$ cat config.mk
export PLATFORM = sky130hd
export DESIGN_NAME = mc_controller_flat
export DESIGN_NICKNAME = d
export VERILOG_FILES = /design/src/rtl/arm_mc_pkg.sv /design/src/rtl/mc_controller_if.sv /design/src/rtl/mc_condlogic.sv /design/src/rtl/mc_controller.sv /design/src/flat_wrapper.sv
export SDC_FILE = /design/constraint.sdc
export NUM_CORES = 1
export LEC_CHECK = 0
export CORE_UTILIZATION = 31
export DETAILED_ROUTE_END_ITERATION = 16
export HOLD_SLACK_MARGIN = 0.1
export PLACE_DENSITY = 0.82
export SLEW_MARGIN = 30
export SYNTH_ARGS = -nofsm -noshare
export SYNTH_HDL_FRONTEND = slang
export SYNTH_SLANG_ARGS = --single-unit
$ cat constraint.sdc
create_clock -name clk -period 1.55 [get_ports clk]
set_clock_uncertainty 0.05 [all_clocks]
set_input_delay 0.3875 -clock clk [delete_from_list [all_inputs] [get_ports clk]]
set_output_delay 0.3875 -clock clk [all_outputs]
set_load 0.03 [all_outputs]
$ cat src/rtl/arm_mc_pkg.sv
// Shared encodings for the multicycle ARM controller: FSM state codes, mux
// selects, ALU operations and the condition-code evaluator.
package arm_mc_pkg;

  typedef enum logic [3:0] {
    FETCH    = 4'd0,
    DECODE   = 4'd1,
    MEMADR   = 4'd2,
    MEMRD    = 4'd3,
    MEMWB    = 4'd4,
    MEMWR    = 4'd5,
    EXECUTER = 4'd6,
    EXECUTEI = 4'd7,
    ALUWB    = 4'd8,
    BRANCH   = 4'd9,
    UNKNOWN  = 4'd10
  } state_t;

  localparam logic [1:0] ALU_ADD = 2'b00;
  localparam logic [1:0] ALU_SUB = 2'b01;
  localparam logic [1:0] ALU_AND = 2'b10;
  localparam logic [1:0] ALU_ORR = 2'b11;

  localparam logic [1:0] RES_ALUOUT    = 2'b00;
  localparam logic [1:0] RES_DATA      = 2'b01;
  localparam logic [1:0] RES_ALURESULT = 2'b10;

  localparam logic [1:0] SRCB_REG  = 2'b00;
  localparam logic [1:0] SRCB_IMM  = 2'b01;
  localparam logic [1:0] SRCB_FOUR = 2'b10;

  localparam logic [1:0] OP_DP  = 2'b00;
  localparam logic [1:0] OP_MEM = 2'b01;
  localparam logic [1:0] OP_BR  = 2'b10;

  // Flags are packed {N, Z, C, V}; condition 1111 never executes.
  function automatic logic cond_ex(input logic [3:0] cond, input logic [3:0] flags);
    logic n, z, c, v;
    {n, z, c, v} = flags;
    case (cond)
      4'b0000: cond_ex = z;
      4'b0001: cond_ex = !z;
      4'b0010: cond_ex = c;
      4'b0011: cond_ex = !c;
      4'b0100: cond_ex = n;
      4'b0101: cond_ex = !n;
      4'b0110: cond_ex = v;
      4'b0111: cond_ex = !v;
      4'b1000: cond_ex = c && !z;
      4'b1001: cond_ex = !c || z;
      4'b1010: cond_ex = (n == v);
      4'b1011: cond_ex = (n != v);
      4'b1100: cond_ex = !z && (n == v);
      4'b1101: cond_ex = z || (n != v);
      4'b1110: cond_ex = 1'b1;
      default: cond_ex = 1'b0;
    endcase
  endfunction

endpackage

$ cat src/rtl/mc_controller_if.sv
// Controller <-> datapath bundle: instruction/flag inputs and control outputs.
interface mc_controller_if;
  logic [31:0] Instr;
  logic [3:0]  ALUFlags;
  logic        PCWrite, MemWrite, RegWrite, IRWrite;
  logic        AdrSrc, ALUSrcA;
  logic [1:0]  ResultSrc, ALUSrcB, ImmSrc, RegSrc, ALUControl;
  logic [3:0]  Flags, State;

  // master: the controller; slave: the datapath it steers
  modport master (
    input  Instr, ALUFlags,
    output PCWrite, MemWrite, RegWrite, IRWrite, AdrSrc, ALUSrcA,
           ResultSrc, ALUSrcB, ImmSrc, RegSrc, ALUControl, Flags, State
  );
  modport slave (
    output Instr, ALUFlags,
    input  PCWrite, MemWrite, RegWrite, IRWrite, AdrSrc, ALUSrcA,
           ResultSrc, ALUSrcB, ImmSrc, RegSrc, ALUControl, Flags, State
  );
endinterface

$ cat src/rtl/mc_condlogic.sv
// Stored NZCV flags, latched condition result and gating of the write strobes.
module mc_condlogic
  import arm_mc_pkg::*;
(
  input  logic       clk,
  input  logic       reset,
  input  logic [3:0] cond,
  input  logic [3:0] alu_flags,
  input  logic       cond_latch,
  input  logic       flag_nz,
  input  logic       flag_cv,
  input  logic       pc_uncond,
  input  logic       pc_cond,
  input  logic       reg_cond,
  input  logic       mem_cond,
  input  logic       ir_req,
  output logic [3:0] flags,
  output logic       pc_write,
  output logic       reg_write,
  output logic       mem_write,
  output logic       ir_write
);

  logic cond_ok;

  always_ff @(posedge clk) begin
    if (reset) begin
      flags   <= '0;
      cond_ok <= 1'b0;
    end else begin
      if (cond_latch) cond_ok <= cond_ex(cond, flags);
      if (flag_nz && cond_ok) flags[3:2] <= alu_flags[3:2];
      if (flag_cv && cond_ok) flags[1:0] <= alu_flags[1:0];
    end
  end

  // Reset masks every strobe so an aborted instruction leaves no side effects.
  always_comb begin
    pc_write  = !reset && (pc_uncond || (pc_cond && cond_ok));
    reg_write = !reset && reg_cond && cond_ok;
    mem_write = !reset && mem_cond && cond_ok;
    ir_write  = !reset && ir_req;
  end

endmodule

$ cat src/rtl/mc_controller.sv
// Multicycle ARM control FSM; condition evaluation and strobe gating live in
// mc_condlogic.
module mc_controller
  import arm_mc_pkg::*;
(
  input logic             clk,
  input logic             reset,
  mc_controller_if.master bus
);

  state_t      state, state_next;
  logic [1:0]  op;
  logic [5:0]  funct;
  logic [3:0]  rd;
  logic        unused_instr;

  assign op           = bus.Instr[27:26];
  assign funct        = bus.Instr[25:20];
  assign rd           = bus.Instr[15:12];
  assign unused_instr = &{1'b0, bus.Instr[19:16], bus.Instr[11:0]};

  logic [1:0] alu_dec;
  logic       no_wb, no_flags, cv_upd;

  always_comb begin
    alu_dec  = ALU_ADD;
    no_wb    = 1'b0;
    no_flags = 1'b0;
    cv_upd   = 1'b0;
    case (funct[4:1])
      4'b0100: begin alu_dec = ALU_ADD; cv_upd = 1'b1; end
      4'b0010: begin alu_dec = ALU_SUB; cv_upd = 1'b1; end
      4'b0000: alu_dec = ALU_AND;
      4'b1100: alu_dec = ALU_ORR;
      4'b1010: begin alu_dec = ALU_SUB; cv_upd = 1'b1; no_wb = 1'b1; end
      default: begin no_wb = 1'b1; no_flags = 1'b1; end
    endcase
  end

  always_ff @(posedge clk) begin
    if (reset) state <= FETCH;
    else       state <= state_next;
  end

  always_comb begin
    state_next = FETCH;
    case (state)
      FETCH:  state_next = DECODE;
      DECODE: begin
        case (op)
          OP_MEM:  state_next = MEMADR;
          OP_DP:   state_next = funct[5] ? EXECUTEI : EXECUTER;
          OP_BR:   state_next = BRANCH;
          default: state_next = UNKNOWN;
        endcase
      end
      MEMADR:   state_next = funct[0] ? MEMRD : MEMWR;
      MEMRD:    state_next = MEMWB;
      EXECUTER: state_next = ALUWB;
      EXECUTEI: state_next = ALUWB;
      default:  state_next = FETCH;
    endcase
  end

  logic       cond_latch, flag_nz, flag_cv;
  logic       pc_uncond, pc_cond, reg_cond, mem_cond, ir_req;
  logic       adr_src, alu_src_a;
  logic [1:0] result_src, alu_src_b, alu_control;

  always_comb begin
    cond_latch  = 1'b0;
    flag_nz     = 1'b0;
    flag_cv     = 1'b0;
    pc_uncond   = 1'b0;
    pc_cond     = 1'b0;
    reg_cond    = 1'b0;
    mem_cond    = 1'b0;
    ir_req      = 1'b0;
    adr_src     = 1'b0;
    alu_src_a   = 1'b0;
    result_src  = RES_ALUOUT;
    alu_src_b   = SRCB_REG;
    alu_control = ALU_ADD;
    case (state)
      FETCH: begin
        ir_req     = 1'b1;
        pc_uncond  = 1'b1;
        alu_src_a  = 1'b1;
        alu_src_b  = SRCB_FOUR;
        result_src = RES_ALURESULT;
      end
      DECODE: begin
        cond_latch = 1'b1;
        alu_src_a  = 1'b1;
        alu_src_b  = SRCB_FOUR;
        result_src = RES_ALURESULT;
      end
      MEMADR:   alu_src_b = SRCB_IMM;
      MEMRD:    adr_src   = 1'b1;
      MEMWB: begin
        result_src = RES_DATA;
        reg_cond   = 1'b1;
      end
      MEMWR: begin
        adr_src  = 1'b1;
        mem_cond = 1'b1;
      end
      EXECUTER, EXECUTEI: begin
        alu_src_b   = (state == EXECUTEI) ? SRCB_IMM : SRCB_REG;
        alu_control = alu_dec;
        flag_nz     = funct[0] && !no_flags;
        flag_cv     = funct[0] && cv_upd;
      end
      ALUWB: begin
        // A result destined for R15 becomes a PC write instead of a register write.
        if (!no_wb) begin
          if (rd == 4'd15) pc_cond  = 1'b1;
          else             reg_cond = 1'b1;
        end
      end
      BRANCH: begin
        alu_src_b  = SRCB_IMM;
        result_src = RES_ALURESULT;
        pc_cond    = 1'b1;
      end
      default: ;
    endcase
  end

  mc_condlogic u_condlogic (
    .clk        (clk),
    .reset      (reset),
    .cond       (bus.Instr[31:28]),
    .alu_flags  (bus.ALUFlags),
    .cond_latch (cond_latch),
    .flag_nz    (flag_nz),
    .flag_cv    (flag_cv),
    .pc_uncond  (pc_uncond),
    .pc_cond    (pc_cond),
    .reg_cond   (reg_cond),
    .mem_cond   (mem_cond),
    .ir_req     (ir_req),
    .flags      (bus.Flags),
    .pc_write   (bus.PCWrite),
    .reg_write  (bus.RegWrite),
    .mem_write  (bus.MemWrite),
    .ir_write   (bus.IRWrite)
  );

  assign bus.AdrSrc     = adr_src;
  assign bus.ALUSrcA    = alu_src_a;
  assign bus.ResultSrc  = result_src;
  assign bus.ALUSrcB    = alu_src_b;
  assign bus.ALUControl = alu_control;
  assign bus.ImmSrc     = op;
  assign bus.RegSrc     = {op == OP_MEM, op == OP_BR};
  assign bus.State      = state;

endmodule

$ cat src/flat_wrapper.sv
// flat-port wrapper written by rule: the top's interface ports become plain ports
module mc_controller_flat import arm_mc_pkg::*;
  (clk, reset, bus_Instr, bus_ALUFlags, bus_PCWrite, bus_MemWrite, bus_RegWrite, bus_IRWrite, bus_AdrSrc, bus_ALUSrcA, bus_ResultSrc, bus_ALUSrcB, bus_ImmSrc, bus_RegSrc, bus_ALUControl, bus_Flags, bus_State);
  mc_controller_if bus_i ();
  input logic clk;
  input logic reset;
  input wire logic [$bits(bus_i.Instr)-1:0] bus_Instr;
  input wire logic [$bits(bus_i.ALUFlags)-1:0] bus_ALUFlags;
  output wire logic [$bits(bus_i.PCWrite)-1:0] bus_PCWrite;
  output wire logic [$bits(bus_i.MemWrite)-1:0] bus_MemWrite;
  output wire logic [$bits(bus_i.RegWrite)-1:0] bus_RegWrite;
  output wire logic [$bits(bus_i.IRWrite)-1:0] bus_IRWrite;
  output wire logic [$bits(bus_i.AdrSrc)-1:0] bus_AdrSrc;
  output wire logic [$bits(bus_i.ALUSrcA)-1:0] bus_ALUSrcA;
  output wire logic [$bits(bus_i.ResultSrc)-1:0] bus_ResultSrc;
  output wire logic [$bits(bus_i.ALUSrcB)-1:0] bus_ALUSrcB;
  output wire logic [$bits(bus_i.ImmSrc)-1:0] bus_ImmSrc;
  output wire logic [$bits(bus_i.RegSrc)-1:0] bus_RegSrc;
  output wire logic [$bits(bus_i.ALUControl)-1:0] bus_ALUControl;
  output wire logic [$bits(bus_i.Flags)-1:0] bus_Flags;
  output wire logic [$bits(bus_i.State)-1:0] bus_State;
  assign bus_i.Instr = bus_Instr;
  assign bus_i.ALUFlags = bus_ALUFlags;
  assign bus_PCWrite = bus_i.PCWrite;
  assign bus_MemWrite = bus_i.MemWrite;
  assign bus_RegWrite = bus_i.RegWrite;
  assign bus_IRWrite = bus_i.IRWrite;
  assign bus_AdrSrc = bus_i.AdrSrc;
  assign bus_ALUSrcA = bus_i.ALUSrcA;
  assign bus_ResultSrc = bus_i.ResultSrc;
  assign bus_ALUSrcB = bus_i.ALUSrcB;
  assign bus_ImmSrc = bus_i.ImmSrc;
  assign bus_RegSrc = bus_i.RegSrc;
  assign bus_ALUControl = bus_i.ALUControl;
  assign bus_Flags = bus_i.Flags;
  assign bus_State = bus_i.State;
  mc_controller u_core (.clk(clk), .reset(reset), .bus(bus_i));
endmodule
# Word-level counts from Yosys, hierarchy flattened
# Index checks and enable logic that the tools add are counted.
# op_classes
n_eq_ne,32
muxes,24
reduce_logical,34
# ops
op,n
"4-bit equality test, second input constant",12
"4-bit by 3-bit equality test with 1-bit output, second input constant",9
"4-bit by 2-bit equality test with 1-bit output, second input constant",5
4-bit case mux with 5 select lines,1
1-bit case mux with 15 select lines,1
1-bit two-way mux,14
1-bit logical AND,13
4-bit logical NOT,3
2-bit case mux with 3 select lines,2
4-bit case mux with 3 select lines,1
2-bit OR reduction,5
"4-bit by 1-bit equality test with 1-bit output, second input constant",2
3-bit OR reduction,2
1-bit logical NOT,5
5-bit OR reduction,1
1-bit case mux with 2 select lines,2
2-bit case mux with 2 select lines,1
4-bit OR reduction,1
1-bit logical OR,3
3-bit two-way mux,1
"2-bit by 1-bit equality test with 1-bit output, second input constant",1
"2-bit equality test, second input constant",1
2-bit logical NOT,1
2-bit two-way mux,1
other kinds (2),2
# word_totals
reg_bits,9
input_bits,38
out_inout_bits,24
wordCells,94

# Longest topological paths before layout
# depth
word_depth,7
mapped_depth,5

# By module
# A second synthesis with hierarchy kept.
# unflattened
hier_cells,121
hier_area_um2,895.9
# modules_own_cells
mod,n_inst,cells_each,area_per_inst_um2,seq_area_each_um2
mc_condlogic,1,58,455.4,100.1
mc_controller,1,63,440.4,80.1

# Worst setup path before layout
# OpenSTA, ideal clock, no wires.
# synth_timing
path_kind,register to output
startpoint,reg u_core.state[2] (netlist: u_core.bus.State[2])
endpoint,out bus_RegWrite
arrival_ps,2119
t_required_ps,1112
setup_slack_ps,-1006
stages_incl_launch_ff,6
path_cell_list,dfxtp_1 > buf_2 > nand2b_1 > nor3_1 > a41oi_1 > nor2_1
# synth_between
elab_chain_cells,4
elab_cells_between_ends,5
cone_classes,2 x eq/ne; 1 x mux; 2 x reduce/logical
# synth_lines
item,line,source
from (decl),mc_controller.sv:11,"state_t state, state_next;"
from (signal assigned),mc_controller.sv:42,else state <= state_next;
4-bit equality test / 4-bit by 3-bit equality test with 1-bit output (equally long branches),mc_controller.sv:84,case (state)
1-bit case mux with 2 select lines *,mc_controller.sv:84,
1-bit logical AND * (2 in series),mc_condlogic.sv:40,reg_write = !reset && reg_cond && cond_ok;
to (decl),flat_wrapper.sv:11,output wire logic [$bits(bus_i.RegWrite)-1:0] bus_RegWrite;
# Mark *: on every way between the ends. The rest lies on a longest branch, timed or not.

# Worst setup path after layout
# layout_timing
startpoint,reg u_core.state[3] (netlist: u_core.bus.State[3])
endpoint,out bus_PCWrite
# layout_between
elab_chain_cells,5
elab_cells_between_ends,8
cone_classes,2 x eq/ne; 2 x mux; 4 x reduce/logical
# layout_lines
item,line,source
4-bit equality test,mc_controller.sv:84,
1-bit case mux with 2 select lines,mc_controller.sv:84,
1-bit logical AND,mc_condlogic.sv:39,pc_write = !reset && (pc_uncond || (pc_cond && cond_ok));
1-bit logical OR *,mc_condlogic.sv:39,
1-bit logical AND *,mc_condlogic.sv:39,
to (decl),flat_wrapper.sv:9,output wire logic [$bits(bus_i.PCWrite)-1:0] bus_PCWrite;
# Marks and branches as above.

==> reports/qor.yml <==
run_status:
  status: "finished, violations left"
  violations: "setup timing"
place:
  portBuffers: 45
  dp_slack_ns: -0.648
  placed_cells: 219
  dpl.hpwl_mm: 2.48
  gp_congestion: 0.774
cts:
  cts_buffers: 3
  ctsRootBufferMaster: "clkbuf_4"
  clkLatencyLatePin_ns: 0.27
  cts_sinks: 9
  htree_num_levels: 1
  cts_tree: "built"
  ctsHoldBuffers: 0
  cts_max_path_buffers: 2
  post_cts_buffers: 0
  clkTransAtPathRegs_ns: 0.07
synthesis:
  yosys.area_share.xor_xnor: 0.0599
  ys_ff_latch: 9
  synth_simple_gate_area_share: 0.362
  yosysTopAreaCell: "dfxtp_1"
  synth_compound_area_frac: 0.203
  synthAdderAreaFrac: 0
  synth-seq-area-share: 0.205
  synth.distinct_cells: 42
  synth_area_um2: 877
  avgSynthCellArea_um2: 7.83
  synth-edff-count: 0
  async_flop_share: 0
  yosys_warnings: 0
  synth_common_cells: "9 x dfxtp_1, 8 x nor2_1, 8 x nor2b_1"
  yosysMostFrequentCell: "dfxtp_1"
  syn_nets: 150
  netlist_instances: 112
  synth_area_leaders: "dfxtp_1 21%, mux2i_1 6.8%, nor2b_1 5.7%"
  synth_ff_type: "dfxtp_1"
  synth_top_area_frac: 0.205
  yosys-mux-area-fraction: 0.0685
  synth_top_family_by_area: "simple AND/OR/NAND/NOR gates"
die:
  die_y_um: 55.2
  ios: 62
  rows: 18
  die_area_um2: 3050
  core_um2: 2570
  start_util: 0.342
  dieWidth_um: 55.2
route:
  route.detailed.drc: 0
  dr.pass1.iters: 4
  drt_iter0_drc: 9
  post_drt_wl_per_cell_um: 14.4
  num_vias: 1158
  wirelength_mm: 3.21
  antenna_left: 0
  viasPerCell: 5.19
sta:
  final-max-slew-violation-count: 0
  hold_viol: 0
  relSlewSlack: 0.788
  worst_slack_ns: -0.425
  max_freq_ghz: 0.506
  rsz0062_at_grt: "true"
  finalCriticalPeriod_ns: 1.97
  setup_violations: 12
  worst_pin_slew_ns: 0.314
  fin_crit_sh: 1.27
worst_setup_path:
  r2r_slack_ns: 0.02
  cp-end-kind: "primary output"
  slowest_delay_ns: 0.41
  reg2reg_depth: 6
  cpMaxStageDelayCell: "or3_4"
  path_buf_inv: 1
  cp.depth: 4
  crit_family: "simple AND/OR/NAND/NOR gates"
  startpoint_type: "flop"
  worstPathCellList: "or3_4, nor3_4, o21bai_4, buf_6"
  cp.arrival_ns: 1.54
  required_ns: 1.11
  crit_fanout: 6
  criticalPathCategory: "flop to primary output"
layout:
  multi_input_area_um2: 807
  areaGrowthSynthToFinish_pct: 112
  fill_cells: 191
  stdcell_count: 223
  fin_nets: 232
  final_core_util: 0.725
  regArea_um2: 198
  layout-drive-gt1-share: 0.534
  antenna_cells: 0
grt:
  grt_usage: 0.228
  grt_antenna_before_repair: 0
  grt_pass1_vias: 1176
  grt_max_degree: 12
  grt_overflow_total: 0
  grt_pass1_wl_mm: 4.89
job:
  max-cap-violations: 0
hold_path:
  hold_class: "flop to flop"
  hold-path-cell-count: 2
pwr:
  leakagePower_nw: 0.824
  vdd_drop_max_mv: 0.727
  power_density_nw_per_um2: 566
-- what timing repair did --
item                                    4_1_cts  5_1_grt
gates resized for setup                      51        9
endpoints found under the setup margin       26       19
pin swaps                                     8        5
-- metrics by stage --
step | setup TNS, ns | cell area [µm²] | total power, W | hold WS [ns]
after floorplan | -1.27 | 1030 | 0.000559 | 0.397
after global placement | -5.52 | 1690 | 0.000787 | 0.477
after detailed placement | -6.20 | 1690 | 0.000806 | 0.495
after CTS | -2.95 | 1840 | 0.00104 | 0.516
after global routing | -3.85 | 1860 | 0.00111 | 0.530
final | -2.94 | 1860 | 0.00105 | 0.511
-- layer usage --
metal | up-vias | wire length (µm) | global-route usage
met5 | - | 0 | 0
li1 | 570 | - | -
met3 | 4 | 138 | 0.0546
met2 | 31 | 1810 | 0.462
met1 | 553 | 1230 | 0.225
met4 | 0 | 28 | 0.0583
-- cell families (layout without fill, tap and decap cells) --
kind of cell / Yosys count / in the layout
AND/OR/NAND/NOR: 51 / 51
multiplexers: 6 / 6
flip-flops: 9 / 9
buffers and inverters: 16 / 97
AO/OA/AOI/OAI: 24 / 24
XOR/XNOR: 6 / 6
-- flip-flops by register name, summed over array words and instances (netlist names) --
signal and count:
u_core.u_condlogic.flags 4, u_core.bus.State 4, u_core.u_condlogic.cond_ok 1
-- tightest hold or removal path, stage by stage, from the launching register on --
cell and delay (ns):
dfxtp_2 0.36, mux2i_1 0.08, nor2_1 0.08
-- power breakdown --
group	total (W)	internal (W)	switching (W)
clock	0.000188	0.0000955	0.0000926
combinational	0.000602	0.000301	0.000301
sequential	0.000265	0.000245	0.0000197
-- path summary, 6_finish.rpt --
kind                                     from                           to
setup / recovery          u_core.bus.State[3]                  bus_PCWrite
hold / removal    u_core.u_condlogic.flags[3]  u_core.u_condlogic.flags[3]
setup reg to reg          u_core.bus.State[2]   u_core.u_condlogic.cond_ok
hold reg to reg   u_core.u_condlogic.flags[3]  u_core.u_condlogic.flags[3]
-- cell usage in the layout, fill, tap and decap left out, drive strengths merged, types with 2 or more instances in the layout --
| cell type | n |
|---|---|
| dlygate4sd2 | 12 |
| o22ai | 2 |
| clkbuf | 3 |
| nor4b | 2 |
| nor3 | 8 |
| nand4 | 2 |
| mux2i | 6 |
| clkdlybuf4s15 | 2 |
| clkdlybuf4s50 | 10 |
| buf | 62 |
| xor2 | 2 |
| nor2 | 8 |
| dfxtp | 9 |
| o21ai | 4 |
| nor2b | 8 |
| xnor2 | 4 |
| nand3 | 5 |
| nor3b | 3 |
| a21oi | 5 |
| nand2b | 5 |
| nand2 | 3 |
| or3 | 2 |
| inv | 6 |
-- area by class of cell --
type / instances / area share
clock buffers: 3 / 0.0121
clock inverters: 1 / 0.00269
inverters: 6 / 0.0121
multi-input cells: 87 / 0.433
flip-flops and latches: 9 / 0.106
well taps: 30 / 0.0202
repair buffers: 87 / 0.413
No activity file was read; power rests on OpenSTA's default activity.
